$ cat src/rtl/ascon_pkg.sv
// +-----------------------------------------------------------------------------+
// | ascon_pkg : shared constants and FSM state type for the Ascon-Hash control   |
// | Revision  : 1.0                                                              |
// +-----------------------------------------------------------------------------+
`default_nettype none

package ascon_pkg;

  localparam logic [63:0]  ASCON_IV             = 64'h00400c0000000100;
  localparam int           ASCON_DEFAULT_ROUNDS = 12;

  // State after P12 of (IV || 0^256); lets the INIT permutation be skipped.
  localparam logic [319:0] ASCON_IV_PRECOMP = {
    64'hee9398aadb67f03d, 64'h8bb21831c60f1002, 64'hb48a92db98d5da62,
    64'h43189921b8f8e3e8, 64'h348fa5c9d525e140
  };

  typedef enum logic [2:0] {
    ST_IDLE      = 3'd0,
    ST_INIT      = 3'd1,
    ST_ABSORB    = 3'd2,
    ST_PERM_GO   = 3'd3,
    ST_PERM_WAIT = 3'd4,
    ST_SQUEEZE   = 3'd5
  } ascon_state_t;

endpackage

`default_nettype wire

$ cat src/rtl/ascon_pad.sv
// +-----------------------------------------------------------------------------+
// | ascon_pad : keeps the first nbytes bytes of a word and appends the 0x80 pad  |
// | Revision  : 1.0                                                              |
// +-----------------------------------------------------------------------------+
`default_nettype none

module ascon_pad (
  input  logic [63:0] data,
  input  logic [2:0]  nbytes,
  output logic [63:0] padded
);

  logic [5:0]  w_shift;
  logic [63:0] w_keep_mask;
  logic [63:0] w_pad_bit;

  // Byte 0 is the most significant byte, so kept bytes are the top ones.
  always_comb begin
    w_shift     = {nbytes, 3'b000};
    w_keep_mask = ~(64'hFFFF_FFFF_FFFF_FFFF >> w_shift);
    w_pad_bit   = 64'h80 << (6'd56 - w_shift);
    padded      = (data & w_keep_mask) ^ w_pad_bit;
  end

endmodule

`default_nettype wire

$ cat src/rtl/ascon_hash_ctrl.sv
// +-----------------------------------------------------------------------------+
// | ascon_hash_ctrl : Ascon-Hash sponge controller driving an external          |
// |                   permutation core. Define ASCON_HASH_IV_PRECOMP_EN to start |
// |                   from the precomputed initial state.                        |
// | Revision        : 1.0                                                        |
// +-----------------------------------------------------------------------------+
`default_nettype none

module ascon_hash_ctrl
  import ascon_pkg::*;
#(
  parameter int PERM_ROUNDS = ASCON_DEFAULT_ROUNDS,
  parameter int HASH_WORDS  = 4
) (
  input  logic         clk,
  input  logic         rst,
  input  logic         msg_valid,
  output logic         msg_ready,
  input  logic [63:0]  msg_data,
  input  logic         msg_last,
  input  logic [2:0]   msg_bytes,
  output logic         hash_valid,
  input  logic         hash_ready,
  output logic [63:0]  hash_data,
  output logic         hash_last,
  output logic         busy,
  output logic [319:0] perm_S,
  output logic [4:0]   perm_round,
  output logic         perm_start,
  input  logic [319:0] perm_S_out,
  input  logic         perm_fin
);

  localparam int              CNT_W     = $clog2(HASH_WORDS + 1);
  localparam logic [CNT_W-1:0] LAST_WORD = CNT_W'(HASH_WORDS - 1);

  ascon_state_t     state_q, state_d;
  ascon_state_t     ret_q, ret_d;
  logic [319:0]     s_q, s_d;
  logic [CNT_W-1:0] cnt_q, cnt_d;
  logic             msg_ready_q, msg_ready_d;
  logic             hash_valid_q, hash_valid_d;
  logic             hash_last_q, hash_last_d;
  logic             perm_start_q, perm_start_d;
  logic             busy_q, busy_d;
  logic [63:0]      w_padded;

  ascon_pad u_pad (
    .data   (msg_data),
    .nbytes (msg_bytes),
    .padded (w_padded)
  );

  always_comb begin
    state_d = state_q;
    ret_d   = ret_q;
    s_d     = s_q;
    cnt_d   = cnt_q;
    case (state_q)
      ST_IDLE: begin
        if (msg_valid) begin
          cnt_d = '0;
`ifdef ASCON_HASH_IV_PRECOMP_EN
          s_d     = ASCON_IV_PRECOMP;
          state_d = ST_ABSORB;
`else
          s_d     = {ASCON_IV, 256'b0};
          ret_d   = ST_ABSORB;
          state_d = ST_PERM_GO;
`endif
        end
      end
      ST_ABSORB: begin
        if (msg_valid && msg_ready_q) begin
          s_d[319:256] = s_q[319:256] ^ (msg_last ? w_padded : msg_data);
          ret_d        = msg_last ? ST_SQUEEZE : ST_ABSORB;
          state_d      = ST_PERM_GO;
        end
      end
      ST_PERM_GO: state_d = ST_PERM_WAIT;
      ST_PERM_WAIT: begin
        if (perm_fin) begin
          s_d     = perm_S_out;
          state_d = ret_q;
        end
      end
      ST_SQUEEZE: begin
        if (hash_ready && hash_valid_q) begin
          if (cnt_q == LAST_WORD) begin
            cnt_d   = '0;
            state_d = ST_IDLE;
          end else begin
            cnt_d   = cnt_q + 1'b1;
            ret_d   = ST_SQUEEZE;
            state_d = ST_PERM_GO;
          end
        end
      end
      default: state_d = ST_IDLE;
    endcase
    // Outputs decode the next state so they are flops, free of input paths.
    msg_ready_d  = (state_d == ST_ABSORB);
    hash_valid_d = (state_d == ST_SQUEEZE);
    hash_last_d  = (state_d == ST_SQUEEZE) && (cnt_d == LAST_WORD);
    perm_start_d = (state_d == ST_PERM_GO);
    busy_d       = (state_d != ST_IDLE);
  end

  always_ff @(posedge clk or posedge rst) begin
    if (rst) begin
      state_q      <= ST_IDLE;
      ret_q        <= ST_ABSORB;
      s_q          <= '0;
      cnt_q        <= '0;
      msg_ready_q  <= 1'b0;
      hash_valid_q <= 1'b0;
      hash_last_q  <= 1'b0;
      perm_start_q <= 1'b0;
      busy_q       <= 1'b0;
    end else begin
      state_q      <= state_d;
      ret_q        <= ret_d;
      s_q          <= s_d;
      cnt_q        <= cnt_d;
      msg_ready_q  <= msg_ready_d;
      hash_valid_q <= hash_valid_d;
      hash_last_q  <= hash_last_d;
      perm_start_q <= perm_start_d;
      busy_q       <= busy_d;
    end
  end

  assign msg_ready  = msg_ready_q;
  assign hash_valid = hash_valid_q;
  assign hash_last  = hash_last_q;
  assign hash_data  = s_q[319:256];
  assign perm_start = perm_start_q;
  assign busy       = busy_q;
  assign perm_S     = s_q;
  assign perm_round = 5'(PERM_ROUNDS);

endmodule

`default_nettype wire
$ cat config.mk
export PLATFORM = sky130hd
export DESIGN_NAME = ascon_hash_ctrl
export DESIGN_NICKNAME = d
export VERILOG_FILES = /design/src/rtl/ascon_pkg.sv /design/src/rtl/ascon_pad.sv /design/src/rtl/ascon_hash_ctrl.sv
export SDC_FILE = /design/constraint.sdc
export NUM_CORES = 1
export LEC_CHECK = 0
export ABC_CLOCK_PERIOD_IN_PS = 17300
export CORE_AREA = 2 2 303 305
export DETAILED_ROUTE_END_ITERATION = 8
export DIE_AREA = 0 0 305 307
export GPL_TIMING_DRIVEN = 0
export PLACE_DENSITY = 0.41
export SYNTH_ARGS = -nofsm -noshare
export SYNTH_HDL_FRONTEND = slang
export SYNTH_SLANG_ARGS = --single-unit
$ cat constraint.sdc
create_clock -name clk -period 17.3 [get_ports clk]
set_input_delay 1.73 -clock clk [delete_from_list [all_inputs] [get_ports clk]]
set_output_delay 1.73 -clock clk [all_outputs]
set_load 0.1 [all_outputs]
; ---- Word-level counts from Yosys, hierarchy flattened
; Index checks and enable logic that the tools add are counted.
[word_totals]
ff_bits = 334
in_bits = 393
output_inout_bits = 394
wordCells = 65
[classes]
n_addsub = 2
eq_ne = 14
shifts = 2
muxes = 22
n_bitwise = 4
reduce_logical = 11
[op_table]
columns = op, count
row1 = 320-bit two-way mux, 2
row2 = 256-bit case mux with 2 select lines, 1
row3 = 64-bit case mux with 3 select lines, 1
row4 = 64-bit two-way mux, 2
row5 = 64-bit bitwise XOR, 2
row6 = 64-bit bitwise AND, 1
row7 = 64-bit NOT, 1
row8 = 8-bit by 6-bit << shifter with 64-bit output (first input constant), 1
row9 = 64-bit by 6-bit >> shifter with 64-bit output (first input constant), 1
row10 = 3-bit two-way mux, 12
row11 = 3-bit by 2-bit == test with 1-bit output (second input constant), 6
row12 = 3-bit case mux with 5 select lines, 1
row13 = 2-bit != test (second input constant), 5
row14 = 3-bit == test (second input constant), 3
row15 = 3-bit case mux with 3 select lines, 1
row16 = 3-bit nonzero test, 3
row17 = 3-bit case mux with 2 select lines, 1
row18 = 6-bit subtractor (first input constant), 1
row19 = 5-bit AND reduction, 1
row20 = 4-bit AND reduction, 1
row21 = 3-bit by 1-bit adder with 3-bit output (second input constant), 1
row22 = 1-bit logical AND, 3
row23 = 3-bit zero test, 1
row24 = 3-bit AND reduction, 1
row25 = other kinds (2), 2

; ---- Depth between registers and ports, before layout
[logic_depth]
depth_word = 8
depth_mapped = 7
depth_no_buf = 6

; ---- Modules after synthesis
; A second synthesis with hierarchy kept.
[unflattened]
hier_cells = 1820
area_unflattened_um2 = 15956.6
[by_module_without_submodules]
columns = mod, n_inst, cells_per_inst, area_each_um2, seq_area_each_um2
row1 = ascon_hash_ctrl, 1, 1737, 15406.0, 8334.2
row2 = ascon_pad, 1, 83, 550.5, 0.0

; ---- Least setup slack after synthesis
; OpenSTA, ideal clock, no wires.
[synth_timing]
path_type = reg2out
start = register s_q[258], in the netlist perm_S[258]
end = output port perm_S[258]
arrival_time_ns = 1.371
required_time_ns = 15.570
slack_ns = 14.199
path_stages_with_launch = 2
n_path_buf = 1
path_cell_list = dfrtp_1 > buf_4
[synth_rtl]
columns = item, line_no
row1 = "start, declared", ascon_hash_ctrl.sv:39  ; logic [319:0] s_q, s_d;
row2 = "start signal, assigned", ascon_hash_ctrl.sv:113  ; s_q <= '0;
row3 = "start signal, assigned", ascon_hash_ctrl.sv:123  ; s_q <= s_d;
row4 = "end, declared", ascon_hash_ctrl.sv:27  ; output logic [319:0] perm_S,
; No word-level cell between the ends.

; ---- Worst setup path after layout
[layout_timing]
start = register s_q[291], in the netlist perm_S[291]
end = output port perm_S[291]
; No word-level cell between the ends.

==> metrics.cfg <==
[setup_path]
cp.required_ns = 15.57
critPathMaxFanout = 4
path_class = register to primary output
end_kind = primary output
regToRegSetupSlack_ns = 14.65
cp.arrival_ns = 2.38
cp-start-kind = register
worstRegToRegCells = 6

[clock_tree]
cts_hold_buf = 0
cts_buffer_depth = 3
cts_made_buffers = 46
clkTransAtPathRegs_ns = 0.06
cts_sinks = 333
post-cts-setup-buffer-count = 0
h-tree-depth = 2
clkLatencyLatePin_ns = 0.58
cts-resized-gates = 0
cts_tree = built
clockRootBuffer = clkbuf_16

[global_route]
gr-usage-met1_pct = 19.58
grt_pass1_wl_um = 113400
grt-ovfl-total = 0
grt.met3_usage_pct = 4.225
grt_use_total_pct = 16.05
grt_pass1_vias = 16510
gr-usage-met2_pct = 27.44
busiest_layer = met2
antenna_found_initial = 13
grt_max_degree = 113

[synth]
yosys.area.top_type = dfrtp_1
seq_area_frac_synth_pct = 54.30
yosysMostFrequentCell = nand2_1
synthTopCellsByCount = 545 x nand2_1, 332 x dfrtp_1, 264 x nand3_1
synth_edf_count = 0
synthAdderAreaFrac_pct = 0.08152
ys.warnings.count = 0
syn_inst = 1739
ys_seq_elements = 333
syn_area_um2 = 15350
synth_top_family_by_area = simple AND/OR/NAND/NOR gates
ys_top_cells_by_area = dfrtp_1 54%, nand2_1 13%, nand3_1 8.6%, buf_4 3.5%, buf_2 1.9%
avgSynthCellArea_um2 = 8.826
synthMuxAreaShare_pct = 0.1956
synth_top_area_share_pct = 54.13
synthSimpleGateAreaFrac_pct = 24.93
synth-compound-area-share_pct = 11.96
synthArstFlopShare_pct = 100.0
synth_cell_types = 53
synth_xor_area_share_pct = 0
ys.flop_type = dfrtp_1

[pwr]
totalPowerFinal_mw = 5.671
peakVddDrop_mv = 0.1497
leakagePower_nw = 11.91
power-per-cell-area_nw_per_um2 = 215.8

[place]
dp.cells = 3711
place_hpwl_um = 61190
io_buffers = 780
gp_congestion = 0.8529
pre_cts_slack_ns = 12.87

[layout]
area_growth_syn_to_layout_pct = 71.23
finalNonFillerCells = 3807
nNetsFinal = 2967
drive_gt1_share_pct = 8.851

[hold_path]
min_delay_path_depth = 2
min_path_type = register to register

[routing]
avgRoutedWirePerCell_um = 20.41
via_per_inst = 4.184
wl_um = 77710
postRouteAntennaNets = 0
vias = 15930
drt_iter0_markers = 1109
dr.pass1.iters = 5
drc = 0

[timing]
setup_violations = 0
hold_violations = 0
fmax_mhz = 243.5
fin_skew_ns = 0.02735
fin_crit_sh_pct = 23.73
finalSetupTns_ns = 0
period_needed_ns = 4.106
worst_pin_slew_ns = 1.396
relSlewSlack_pct = 6.658
rsz0062_at_grt = no
layout_setup_ws_ns = 13.19
maxSlewViolCount = 0

[floorplan]
ioPinCount = 787
row_count = 111
initial_core_util_pct = 16.92
die_width_um = 305
die_h_um = 307
fp.coreArea_um2 = 90690
dieArea_um2 = 93640

[run_status]
outcome = completed

[flow_run]
drv_cap = 0

-- per-stage QoR --
step / hold WS, ns / instance area, um^2 / utilization, %
floorplan: 0.4936 / 15360 / -
global placement: 0.4509 / 24650 / 27.18
detailed placement: 0.4550 / 24740 / 27.28
CTS: 0.4672 / 26260 / 28.95
global route: 0.4871 / 26280 / 28.98
finish: 0.4609 / 26280 / 28.98
-- final timing paths --
check	to	start
setup / recovery	perm_S[291]	perm_S[291]
hold / removal	perm_S[227]	perm_S[227]
setup reg to reg	perm_S[232]	state_q[0]
hold reg to reg	perm_S[227]	perm_S[227]
max in group asynchronous	perm_S[116]	rst
min in group asynchronous	perm_S[83]	rst
-- report_power, final --
part / internal, mW / switching [mW]
clock network: 0.577 / 0.381
logic: 0.789 / 2.75
registers: 0.995 / 0.181
-- layout by cell type (no fill, tap or decap), drive strengths merged, types with 3 or more instances in the layout --
cell	n
dfrtp	332
a21o	4
clkinv	7
nor2	25
o22ai	29
clkdlybuf4s50	779
nor2b	4
mux2i	3
o31ai	37
o31a	25
nor3b	5
a32oi	20
buf	143
nand2b	6
o311a	3
nand2	545
a21oi	49
inv	38
nor4b	8
a2bb2oi	8
or3b	4
o21ai	63
or2	3
a211oi	30
nand3	264
conb	5
diode	11
clkbuf	147
and2	3
-- kinds of logic (layout without fill, tap and decap cells) --
group,count (synthesis),count (layout)
simple gates,877,877
flops,333,333
compound gates,275,275
buf+inv,248,1116
mux,3,3
other cells,2,16
fa+ha+maj,1,1
-- cell type report --
class                           count  area [um^2]
Buffer                            212         1167
Clock buffer                       74         1428
Clock inverter                     11        90.09
Timing Repair Buffer              783         7885
Multi-Input combinational cell   1161         5723
Fill cell                        9626        64410
Tap cell                         1186         1484
Sequential cell                   333         8334
Antenna cell                       11        27.53
Inverter                           36        142.6
-- metal layers --
layer | vias up | share of wire [%]
met1 | 7727 | 40
met3 | 109 | 7.2
met2 | 576 | 50
li1 | 7512 | -
met5 | - | 0.039
met4 | 4 | 2.5
-- registers in the layout, summed over array words and instances, names as in the netlist --
| name | flops |
|---|---|
| busy | 1 |
| cnt_q | 3 |
| hash_last | 1 |
| hash_valid | 1 |
| msg_ready | 1 |
| perm_S | 320 |
| perm_start | 1 |
| ret_q | 2 |
| state_q | 3 |
-- worst max-delay path: stages (launching register included) --
cell and delay (ns):
dfrtp_1 0.52, buf_4 0.17, clkdlybuf4s50_1 1.12
(Power assumes the default switching activity.)
